### src/rtl/mdl_bubble_heater_emu_pkg.sv
// Shared constants, state encoding and temperature arithmetic for the bubble
// cassette thermal-plant emulator.
package mdl_bubble_heater_emu_pkg;

    typedef enum logic {
        ST_COLD  = 1'b0,
        ST_READY = 1'b1
    } heater_state_t;

    localparam int TEMP_W = 8;

    localparam int DEF_PRESCALE     = 4000;
    localparam int DEF_TEMP_AMBIENT = 20;
    localparam int DEF_TEMP_MAX     = 100;
    localparam int DEF_T_LO         = 40;
    localparam int DEF_T_HI         = 45;
    localparam int DEF_HEAT_STEP    = 1;
    localparam int DEF_COOL_STEP    = 1;
    localparam int DEF_SETTLE_TICKS = 8;

    // One thermal tick of the plant, computed one bit wider so it can never wrap.
    function automatic logic [TEMP_W-1:0] temp_next(
        input logic [TEMP_W-1:0] cur,
        input logic              heat,
        input logic [TEMP_W-1:0] step_up,
        input logic [TEMP_W-1:0] step_dn,
        input logic [TEMP_W-1:0] floor_t,
        input logic [TEMP_W-1:0] ceil_t
    );
        logic [TEMP_W:0] wide;
        if (heat) begin
            wide = {1'b0, cur} + {1'b0, step_up};
            if (wide > {1'b0, ceil_t}) begin
                wide = {1'b0, ceil_t};
            end
        end else begin
            if ({1'b0, cur} < ({1'b0, floor_t} + {1'b0, step_dn})) begin
                wide = {1'b0, floor_t};
            end else begin
                wide = {1'b0, cur} - {1'b0, step_dn};
            end
        end
        return wide[TEMP_W-1:0];
    endfunction

endpackage

### src/rtl/mdl_bubble_heater_emu_if.sv
// Heater-enable / temperature-low link between the controller core (master)
// and the cassette thermal-plant emulator (slave).
interface mdl_bubble_heater_emu_if;
    import mdl_bubble_heater_emu_pkg::*;

    // Level handshake: the master holds i_HEATEN_n low to request heat; the
    // slave answers on o_TEMPLO_n (low = too cold), changing it only on a
    // registered thermal tick or preload. i_CLK4M_PCEN_n qualifies every cycle.
    logic              i_CLK4M_PCEN_n;
    logic              i_HEATEN_n;
    logic              i_PRELOAD;
    logic              o_TEMPLO_n;
    logic [TEMP_W-1:0] o_TEMP;
    logic              o_HEATING;
    logic              o_READY;

    modport master (
        output i_CLK4M_PCEN_n,
        output i_HEATEN_n,
        output i_PRELOAD,
        input  o_TEMPLO_n,
        input  o_TEMP,
        input  o_HEATING,
        input  o_READY
    );

    modport slave (
        input  i_CLK4M_PCEN_n,
        input  i_HEATEN_n,
        input  i_PRELOAD,
        output o_TEMPLO_n,
        output o_TEMP,
        output o_HEATING,
        output o_READY
    );

endinterface

### src/rtl/mdl_heater_prescaler.sv
// Enable-gated modulo-PRESCALE counter producing the 1 ms thermal tick.
module mdl_heater_prescaler #(
    parameter int PRESCALE = 4000
) (
    input  logic clk,
    input  logic rst,
    input  logic en,
    input  logic clr,
    output logic tick
);

    localparam int CNT_W = (PRESCALE > 1) ? $clog2(PRESCALE) : 1;
    localparam logic [CNT_W-1:0] LAST = CNT_W'(PRESCALE - 1);

    logic [CNT_W-1:0] cnt;

    assign tick = en && (cnt == LAST);

    always_ff @(posedge clk) begin
        if (rst || clr) begin
            cnt <= '0;
        end else if (en) begin
            cnt <= tick ? '0 : cnt + 1'b1;
        end
    end

endmodule

### src/rtl/mdl_bubble_heater_emu.sv
// Bubble cassette thermal plant: filters the heater request, integrates a
// modelled temperature and drives the temperature-low sensor with hysteresis.
module mdl_bubble_heater_emu
    import mdl_bubble_heater_emu_pkg::*;
#(
    parameter int PRESCALE     = DEF_PRESCALE,
    parameter int TEMP_AMBIENT = DEF_TEMP_AMBIENT,
    parameter int TEMP_MAX     = DEF_TEMP_MAX,
    parameter int T_LO         = DEF_T_LO,
    parameter int T_HI         = DEF_T_HI,
    parameter int HEAT_STEP    = DEF_HEAT_STEP,
    parameter int COOL_STEP    = DEF_COOL_STEP,
    parameter int SETTLE_TICKS = DEF_SETTLE_TICKS
) (
    input  logic                     i_MCLK,
    input  logic                     i_RST,
    mdl_bubble_heater_emu_if.slave   bus
);

    localparam int DWELL_W = $clog2(SETTLE_TICKS + 1);

    localparam logic [TEMP_W-1:0]  AMB_V   = TEMP_W'(TEMP_AMBIENT);
    localparam logic [TEMP_W-1:0]  MAX_V   = TEMP_W'(TEMP_MAX);
    localparam logic [TEMP_W-1:0]  LO_V    = TEMP_W'(T_LO);
    localparam logic [TEMP_W-1:0]  HI_V    = TEMP_W'(T_HI);
    localparam logic [TEMP_W-1:0]  UP_V    = TEMP_W'(HEAT_STEP);
    localparam logic [TEMP_W-1:0]  DN_V    = TEMP_W'(COOL_STEP);
    localparam logic [DWELL_W-1:0] DWELL_LAST = DWELL_W'(SETTLE_TICKS - 1);

    logic               en;
    logic               preload;
    logic               tick;
    logic [1:0]         heat_sr;
    logic               heat_on;

    heater_state_t      state_q, state_d;
    logic [TEMP_W-1:0]  temp_q, temp_d;
    logic [DWELL_W-1:0] dwell_q, dwell_d;

    assign en      = ~bus.i_CLK4M_PCEN_n;
    assign preload = bus.i_PRELOAD;

    mdl_heater_prescaler #(
        .PRESCALE (PRESCALE)
    ) u_prescaler (
        .clk  (i_MCLK),
        .rst  (i_RST),
        .en   (en),
        .clr  (preload),
        .tick (tick)
    );

    // Two-stage shift of the raw request: a single enabled low cycle never
    // leaves both stages low, so it cannot turn the heater on.
    always_ff @(posedge i_MCLK) begin
        if (i_RST) begin
            heat_sr <= 2'b11;
        end else if (en) begin
            heat_sr <= {heat_sr[0], bus.i_HEATEN_n};
        end
    end

    assign heat_on = (heat_sr == 2'b00);

    always_ff @(posedge i_MCLK) begin
        if (i_RST) begin
            state_q <= ST_COLD;
            temp_q  <= AMB_V;
            dwell_q <= '0;
        end else begin
            state_q <= state_d;
            temp_q  <= temp_d;
            dwell_q <= dwell_d;
        end
    end

    // The FSM judges the temperature held before this tick's integration step.
    always_comb begin
        state_d = state_q;
        temp_d  = temp_q;
        dwell_d = dwell_q;
        if (preload) begin
            state_d = ST_READY;
            temp_d  = HI_V;
            dwell_d = '0;
        end else if (tick) begin
            temp_d = temp_next(temp_q, heat_on, UP_V, DN_V, AMB_V, MAX_V);
            case (state_q)
                ST_COLD: begin
                    if (temp_q >= HI_V) begin
                        if (dwell_q == DWELL_LAST) begin
                            state_d = ST_READY;
                            dwell_d = '0;
                        end else begin
                            dwell_d = dwell_q + 1'b1;
                        end
                    end else begin
                        dwell_d = '0;
                    end
                end
                ST_READY: begin
                    if (temp_q < LO_V) begin
                        state_d = ST_COLD;
                        dwell_d = '0;
                    end
                end
                default: begin
                    state_d = ST_COLD;
                    dwell_d = '0;
                end
            endcase
        end
    end

    // The sensor line and ready flag are the registered state itself.
    assign bus.o_TEMPLO_n = (state_q == ST_READY);
    assign bus.o_READY    = (state_q == ST_READY);
    assign bus.o_TEMP     = temp_q;
    assign bus.o_HEATING  = heat_on;

endmodule

### src/flat_wrapper.sv
// flat-port wrapper written by rule: the top's interface ports become plain ports
module mdl_bubble_heater_emu_flat import mdl_bubble_heater_emu_pkg::*;
#(
    parameter int PRESCALE     = DEF_PRESCALE,
    parameter int TEMP_AMBIENT = DEF_TEMP_AMBIENT,
    parameter int TEMP_MAX     = DEF_TEMP_MAX,
    parameter int T_LO         = DEF_T_LO,
    parameter int T_HI         = DEF_T_HI,
    parameter int HEAT_STEP    = DEF_HEAT_STEP,
    parameter int COOL_STEP    = DEF_COOL_STEP,
    parameter int SETTLE_TICKS = DEF_SETTLE_TICKS
)
  (i_MCLK, i_RST, bus_i_CLK4M_PCEN_n, bus_i_HEATEN_n, bus_i_PRELOAD, bus_o_TEMPLO_n, bus_o_TEMP, bus_o_HEATING, bus_o_READY);
  mdl_bubble_heater_emu_if bus_i ();
  input  logic i_MCLK;
  input  logic i_RST;
  input wire logic [$bits(bus_i.i_CLK4M_PCEN_n)-1:0] bus_i_CLK4M_PCEN_n;
  input wire logic [$bits(bus_i.i_HEATEN_n)-1:0] bus_i_HEATEN_n;
  input wire logic [$bits(bus_i.i_PRELOAD)-1:0] bus_i_PRELOAD;
  output wire logic [$bits(bus_i.o_TEMPLO_n)-1:0] bus_o_TEMPLO_n;
  output wire logic [$bits(bus_i.o_TEMP)-1:0] bus_o_TEMP;
  output wire logic [$bits(bus_i.o_HEATING)-1:0] bus_o_HEATING;
  output wire logic [$bits(bus_i.o_READY)-1:0] bus_o_READY;
  assign bus_i.i_CLK4M_PCEN_n = bus_i_CLK4M_PCEN_n;
  assign bus_i.i_HEATEN_n = bus_i_HEATEN_n;
  assign bus_i.i_PRELOAD = bus_i_PRELOAD;
  assign bus_o_TEMPLO_n = bus_i.o_TEMPLO_n;
  assign bus_o_TEMP = bus_i.o_TEMP;
  assign bus_o_HEATING = bus_i.o_HEATING;
  assign bus_o_READY = bus_i.o_READY;
  mdl_bubble_heater_emu #(.PRESCALE(PRESCALE), .TEMP_AMBIENT(TEMP_AMBIENT), .TEMP_MAX(TEMP_MAX), .T_LO(T_LO), .T_HI(T_HI), .HEAT_STEP(HEAT_STEP), .COOL_STEP(COOL_STEP), .SETTLE_TICKS(SETTLE_TICKS)) u_core (.i_MCLK(i_MCLK), .i_RST(i_RST), .bus(bus_i));
endmodule
### config.mk
export PLATFORM = sky130hd
export DESIGN_NAME = mdl_bubble_heater_emu_flat
export DESIGN_NICKNAME = d
export VERILOG_FILES = /design/src/rtl/mdl_bubble_heater_emu_pkg.sv /design/src/rtl/mdl_bubble_heater_emu_if.sv /design/src/rtl/mdl_heater_prescaler.sv /design/src/rtl/mdl_bubble_heater_emu.sv /design/src/flat_wrapper.sv
export SDC_FILE = /design/constraint.sdc
export NUM_CORES = 1
export LEC_CHECK = 0
export ABC_AREA = 1
export CAP_MARGIN = 20
export CORE_MARGIN = 10
export CORE_UTILIZATION = 52
export DETAILED_ROUTE_END_ITERATION = 6
export PLACE_DENSITY = 0.76
export SYNTH_ARGS = -nofsm -noshare
export SYNTH_HDL_FRONTEND = slang
export SYNTH_SLANG_ARGS = --single-unit
### constraint.sdc
create_clock -name i_MCLK -period 1.8 [get_ports i_MCLK]
set_clock_uncertainty 0.15 [all_clocks]
set_input_delay 0.36 -clock i_MCLK [delete_from_list [all_inputs] [get_ports i_MCLK]]
set_output_delay 0.36 -clock i_MCLK [all_outputs]
set_load 0.02 [all_outputs]
==> impl_metrics.tcl <==
set metrics [dict create \
    synth-edff-count 0 \
    ios 16 \
    drtAntennaViolNets 0 \
    vias 1790 \
    worst_pin_slew_ns 0.2738 \
    cts.sinks 27 \
    syn-cell-area_um2 1790 \
    syn-num-nets 278 \
    worstPathArrival_ns 1.21 \
    start_kind "flip-flop" \
    setup_tns_ns 0 \
    setup_viol 0 \
    synth_top_family_by_area "simple AND/OR/NAND/NOR gates" \
    wl_per_cell_um 12.00 \
    hold_class "reg2reg" \
    postSynthCellCount 268 \
    grt_max_degree 16 \
    hold_buffers 0 \
    placedInstanceArea_um2 2138 \
    status "completed" \
    period_minus_slack_ns 1.722 \
    routed_wl_mm 4.236 \
    diodes 0 \
    clkTransAtPathRegs_ns 0.14 \
    core-area_um2 3337 \
    crit_fanout 5 \
    ir_worst_vdd_mv 0.4488 \
    grt_pass1_vias 1699 \
    die_x_um 78.68 \
    final_cell_area_um2 2223 \
    clk_latency_ns 0.33 \
    rrSetupSlack_ns 0.11 \
    slew_viol_final 0 \
    seq_area_frac_synth_pct 30.19 \
    cp.required_ns 1.29 \
    drt_iter0_markers 172 \
    grt_pass1_wl_mm 7.334 \
    cts_root_buffer "clkbuf_4" \
    dieArea_um2 6191 \
    synth_async_sr_flop_share_pct 0 \
    worstReg2RegStart "u_core.u_prescaler.cnt[1]$_SDFFE_PP0N_" \
    cts_inserted_buffers 3 \
    port_buffers 15 \
    slew_headroom_pct 81.69 \
    worst_setup_path_end_kind "output pin" \
    syn_avg_cell_area_um2 6.681 \
    drive_gt1_share_pct 24.10 \
    synth_xor_area_share_pct 3.424 \
    crit_start "u_core.bus.o_TEMP[0]$_SDFFE_PP0P_" \
    fin_total_pwr_mw 1.059 \
    cp-endpoint "bus_o_TEMP[0]" \
    nets 318 \
    num_rows 21 \
    synthAdderAreaFrac_pct 3.494 \
    antenna_found_initial 0 \
    synth_seq_cells 27 \
    clock.fmax_mhz 580.7 \
    crit_type "reg2out" \
    rr_worst_depth 9 \
    routed_via_density 5.071 \
    gp_congestion 0.8879 \
    synth-compound-area-share_pct 12.37 \
    drt_first_pass_iters 4 \
    track_usage_pct 14.14 \
    max_cap_viol_count 0 \
    cts_tree "yes" \
    synth_ff_type "dfxtp_1" \
    hpwl_mm 3.399 \
    die_h_um 78.68 \
    start_util_pct 53.66 \
    htreeDepth 1 \
    rsz0062_at_grt "yes" \
    syn_to_final_growth_pct 24.18 \
    period_share_pct 95.68 \
    r2r_end "u_core.bus.o_TEMP[3]$_SDFFE_PP0P_" \
    synth-simple-area-share_pct 40.46 \
    hold_violations 0 \
    grt-ovfl-total 0 \
    cts_max_path_buffers 2 \
    powerDensity_nw_per_um2 476.3 \
    synth_cell_types 34 \
    synth_warnings 0 \
    p_leak_nw 1.020 \
    drc_errors 0 \
    synth_mux_area_share_pct 0 \
]
-- where the power goes --
group          internal (mW)  total (mW)  switching [mW]
clock                 0.0835       0.260           0.177
combinational         0.0706       0.171           0.100
sequential             0.609       0.628          0.0188
-- kinds of logic (layout without fill, tap and decap cells) --
group                      Yosys count  after routing
xor gates and xnor gates             7              7
buffers and inverters               42             81
adders and majority gates            5              5
AOI/OAI and AO/OA                   40             40
and+or+nand+nor                    147            147
DFF                                 27             27
-- registers in the layout, indices dropped and copies added, names as in the netlist --
name / cells
u_core.bus.o_READY: 1
u_core.bus.o_TEMP: 8
u_core.dwell_q: 4
u_core.heat_sr: 2
u_core.u_prescaler.cnt: 12
-- area by class of cell --
type                            instances  area [um^2]
Fill cell                             323         1114
Tap cell                               46        57.56
Timing Repair Buffer                   40        320.3
Clock buffer                            3        22.52
Multi-Input combinational cell        199         1116
Clock inverter                          1        5.005
Sequential cell                        27        563.0
Inverter                               37        138.9
-- cell usage in the layout (no fill, tap or decap), types with 5 or more instances in the layout --
cell | netlist | final
nand2_1 | 61 | 58
inv_1 | 35 | 35
nand3_1 | 29 | 28
nor2_1 | 27 | 25
buf_4 | 4 | 25
a21oi_1 | 22 | 21
dfxtp_1 | 27 | 15
dlygate4sd2_1 | 0 | 10
dfxtp_2 | 0 | 9
nand2_2 | 4 | 7
xor2_1 | 7 | 7
nor2_2 | 4 | 6
o21ai_0 | 8 | 6
nand4_1 | 5 | 5
-- critical path: stages, from the launching register on --
cell and delay [ns]:
dfxtp_4 0.41, buf_4 0.14, dlygate4sd2_1 0.33
-- worst min-delay path by stage --
stage | endpoint | startpoint | slack, ns | cells past startpoint
floorplan | u_core.bus.o_TEMP[0]$_SDFFE_PP0P_ | i_RST | 0.27 | 1
global placement | u_core.heat_sr[1]$_SDFFE_PP1N_ | u_core.heat_sr[1]$_SDFFE_PP1N_ | 0.29 | 2
detailed placement | u_core.heat_sr[1]$_SDFFE_PP1N_ | u_core.heat_sr[1]$_SDFFE_PP1N_ | 0.30 | 2
CTS | u_core.heat_sr[1]$_SDFFE_PP1N_ | u_core.heat_sr[1]$_SDFFE_PP1N_ | 0.34 | 2
global route | u_core.heat_sr[1]$_SDFFE_PP1N_ | u_core.heat_sr[1]$_SDFFE_PP1N_ | 0.35 | 2
finish | u_core.heat_sr[1]$_SDFFE_PP1N_ | u_core.heat_sr[1]$_SDFFE_PP1N_ | 0.34 | 2
-- cell usage after synthesis, types with 2 or more instances --
cell type	instances	area share, %
a211oi_1	2	0.84
a21oi_1	22	6.1
buf_4	4	1.7
dfxtp_1	27	30
ha_1	5	3.5
inv_1	35	7.3
inv_2	2	0.42
nand2_1	61	13
nand2_2	4	1.4
nand3_1	29	8.1
nand4_1	5	1.7
nor2_1	27	5.7
nor2_2	4	1.4
nor2_4	2	1.3
nor3_1	2	0.56
nor3_2	3	1.7
o21ai_0	8	2.2
o21ai_1	2	0.56
o21ai_2	2	0.98
or2_1	2	0.70
xor2_1	7	3.4
-- metrics by stage --
stage | std cells | util [%] | hold slack (ns) | setup slack, ns
after floorplan | 268 | - | 0.2717 | 0.01197
after global placement | 348 | 64.08 | 0.2934 | -0.1723
after detailed placement | 348 | 64.08 | 0.2989 | -0.2089
after CTS | 352 | 64.68 | 0.3358 | 0.02869
after global routing | 353 | 66.63 | 0.3526 | -0.01736
final | 353 | 66.63 | 0.3373 | 0.07782
-- routing by layer --
| metal | up-vias | wire length (um) | track usage [%] |
|---|---|---|---|
| met5 | - | 0 | 0 |
| met4 | 0 | 76 | 5.197 |
| met3 | 9 | 195 | 2.733 |
| met2 | 39 | 1997 | 23.52 |
| met1 | 799 | 1966 | 17.62 |
| li1 | 943 | - | - |
-- timing repair --
| action | in CTS | in global routing |
|---|---|---|
| buffers inserted | 0 | 1 |
| pin swaps | 0 | 6 |
| resized for setup | 16 | 25 |
| setup endpoints to repair | 11 | 19 |
Power figures use the tool's default switching activity.
==> RTL edit, RTL diff (config.mk and constraints unchanged) <==
`TEMP_W`: 8 -> 12.
--- a/src/rtl/mdl_bubble_heater_emu_pkg.sv
+++ b/src/rtl/mdl_bubble_heater_emu_pkg.sv
@@ -7,7 +7,7 @@
         ST_READY = 1'b1
     } heater_state_t;
 
-    localparam int TEMP_W = 8;
+    localparam int TEMP_W = 12;
 
     localparam int DEF_PRESCALE     = 4000;
     localparam int DEF_TEMP_AMBIENT = 20;
Interface: changed (resized bus_o_TEMP); port bits go from 16 to 20. No check against the original RTL was run, so the function may have changed too.
==> RTL edit against the original RTL <==
Wire length up 41%. Critical path depth up 6. Sequential cell count up 4. Highest routed layer unchanged. Area after synthesis up 18%. Worst setup slack worse by 70 ps. Critical path type is now flip-flop to flip-flop. Power up 45%. Final area up 29%.
==> RTL edit: results (changes against the original RTL) <==
{| class="wikitable"
! Metric !! Value
|-
| Worst reg2reg path depth || 8 (-1)
|-
| Worst Hold Path EP || u_core.u_prescaler.cnt[1]$_SDFFE_PP0N_
|-
| Worst EP arrival || 1820 ps (+610 ps)
|-
| Setup slack at placement || -272 ps (-62.9 ps)
|-
| Post-CTS Resized || 24 (+8)
|-
| First DRT Iteration DRCs || 171 (-0.58%)
|-
| Most numerous cell types in the synthesized netlist || nand2_1, nor2_1, inv_1
|-
| Mean number of vias per cell || 5.38 (+6.1%)
|-
| Placer's final routability congestion estimate || 0.878 (-1.1%)
|-
| Global-route track usage on met2 || 0.252 (+0.0171)
|-
| Post-route met1 wirelength || 2.67 mm (+36%)
|-
| Run status || complete, no violations
|-
| Largest net degree at the start of global routing || 11 (-5)
|-
| Post-Synth XOR/XNOR Area || 0.0497 (+0.0155)
|-
| Total track usage || 0.154 (+0.0123)
|-
| Top cells by area, synth || dfxtp_1, nand2_1, nor2_1
|-
| Global-route wire length before repair || 9.28 mm (+27%)
|-
| Port-buffer cells || 19 (+4)
|-
| Number of standard cells in the layout, taps in and fillers out || 431 (+22%)
|-
| Share of the yosys chip area belonging to registers || 0.294 (-0.00822)
|-
| Leakage power figure || 1.31 nW (+28%)
|-
| CTS clock-pin slew for the worst setup and hold paths || 70 ps (-70 ps)
|-
| Worst Setup SP || u_core.bus.o_TEMP[2]$_SDFFE_PP1P_
|-
| Maximum fanout count along the critical path || 10 (+5)
|-
| Worst relative slew slack || 0.788 (-0.0286)
|-
| Net count reported at finish || 391 (+23%)
|-
| Category of the most critical setup path || flip-flop to flip-flop
|-
| Number of nets in the synthesized netlist || 332 (+19%)
|-
| Met3 Usage GRT || 0.0322 (+0.00489)
|-
| Total clock buffers created by CTS || 5 (+2)
|-
| Ratio of cells with drive above 1 in the final layout || 0.294 (+0.0529)
|-
| Grt met1 use || 0.187 (+0.0111)
|-
| PnR worst setup slack || 7.35 ps (-70.5 ps)
|-
| Compound-Gate Fraction of Synth Area || 0.144 (+0.0202)
|-
| DP HPWL || 4.11 mm (+21%)
|-
| Number of global-route vias before repair || 2,100 (+24%)
|-
| R2r endpoint || u_core.bus.o_TEMP[11]$_SDFFE_PP0P_
|}
## RTL edit: cell count changes after synthesis, moves of 3 or more
cell,unedited run,this run
nor2_2,4,1
nor3_1,2,7
inv_2,2,5
o21ai_0,8,19
dfxtp_1,27,31
nand3_2,1,4
nand4_1,5,8
xor2_1,7,10
nor2_1,27,44
a21oi_1,22,27
nand2_1,61,66
## RTL edit: worst max-delay path, cell delays in order, from the launching register on
cell	delay, ps
dfxtp_4	390
buf_4	150
nor2_1	140
nand3_2	130
nor2_1	160
nand2_1	120
nor3_2	220
xor2_1	160
nor2_1	50
## RTL edit: report_power, final
part | switching, mW | internal [mW] | total (mW)
combinational | 0.122 | 0.0877 | 0.209
clock | 0.259 | 0.349 | 0.608
sequential | 0.0241 | 0.696 | 0.720
## RTL edit: cell type report
type | instances | area, sq um
repair buffers | 58 | 473
multi-input cells | 245 | 1440
inverters | 39 | 149
flip-flops and latches | 31 | 644
well taps | 50 | 62.6
clock buffers | 8 | 100
fillers | 320 | 1100
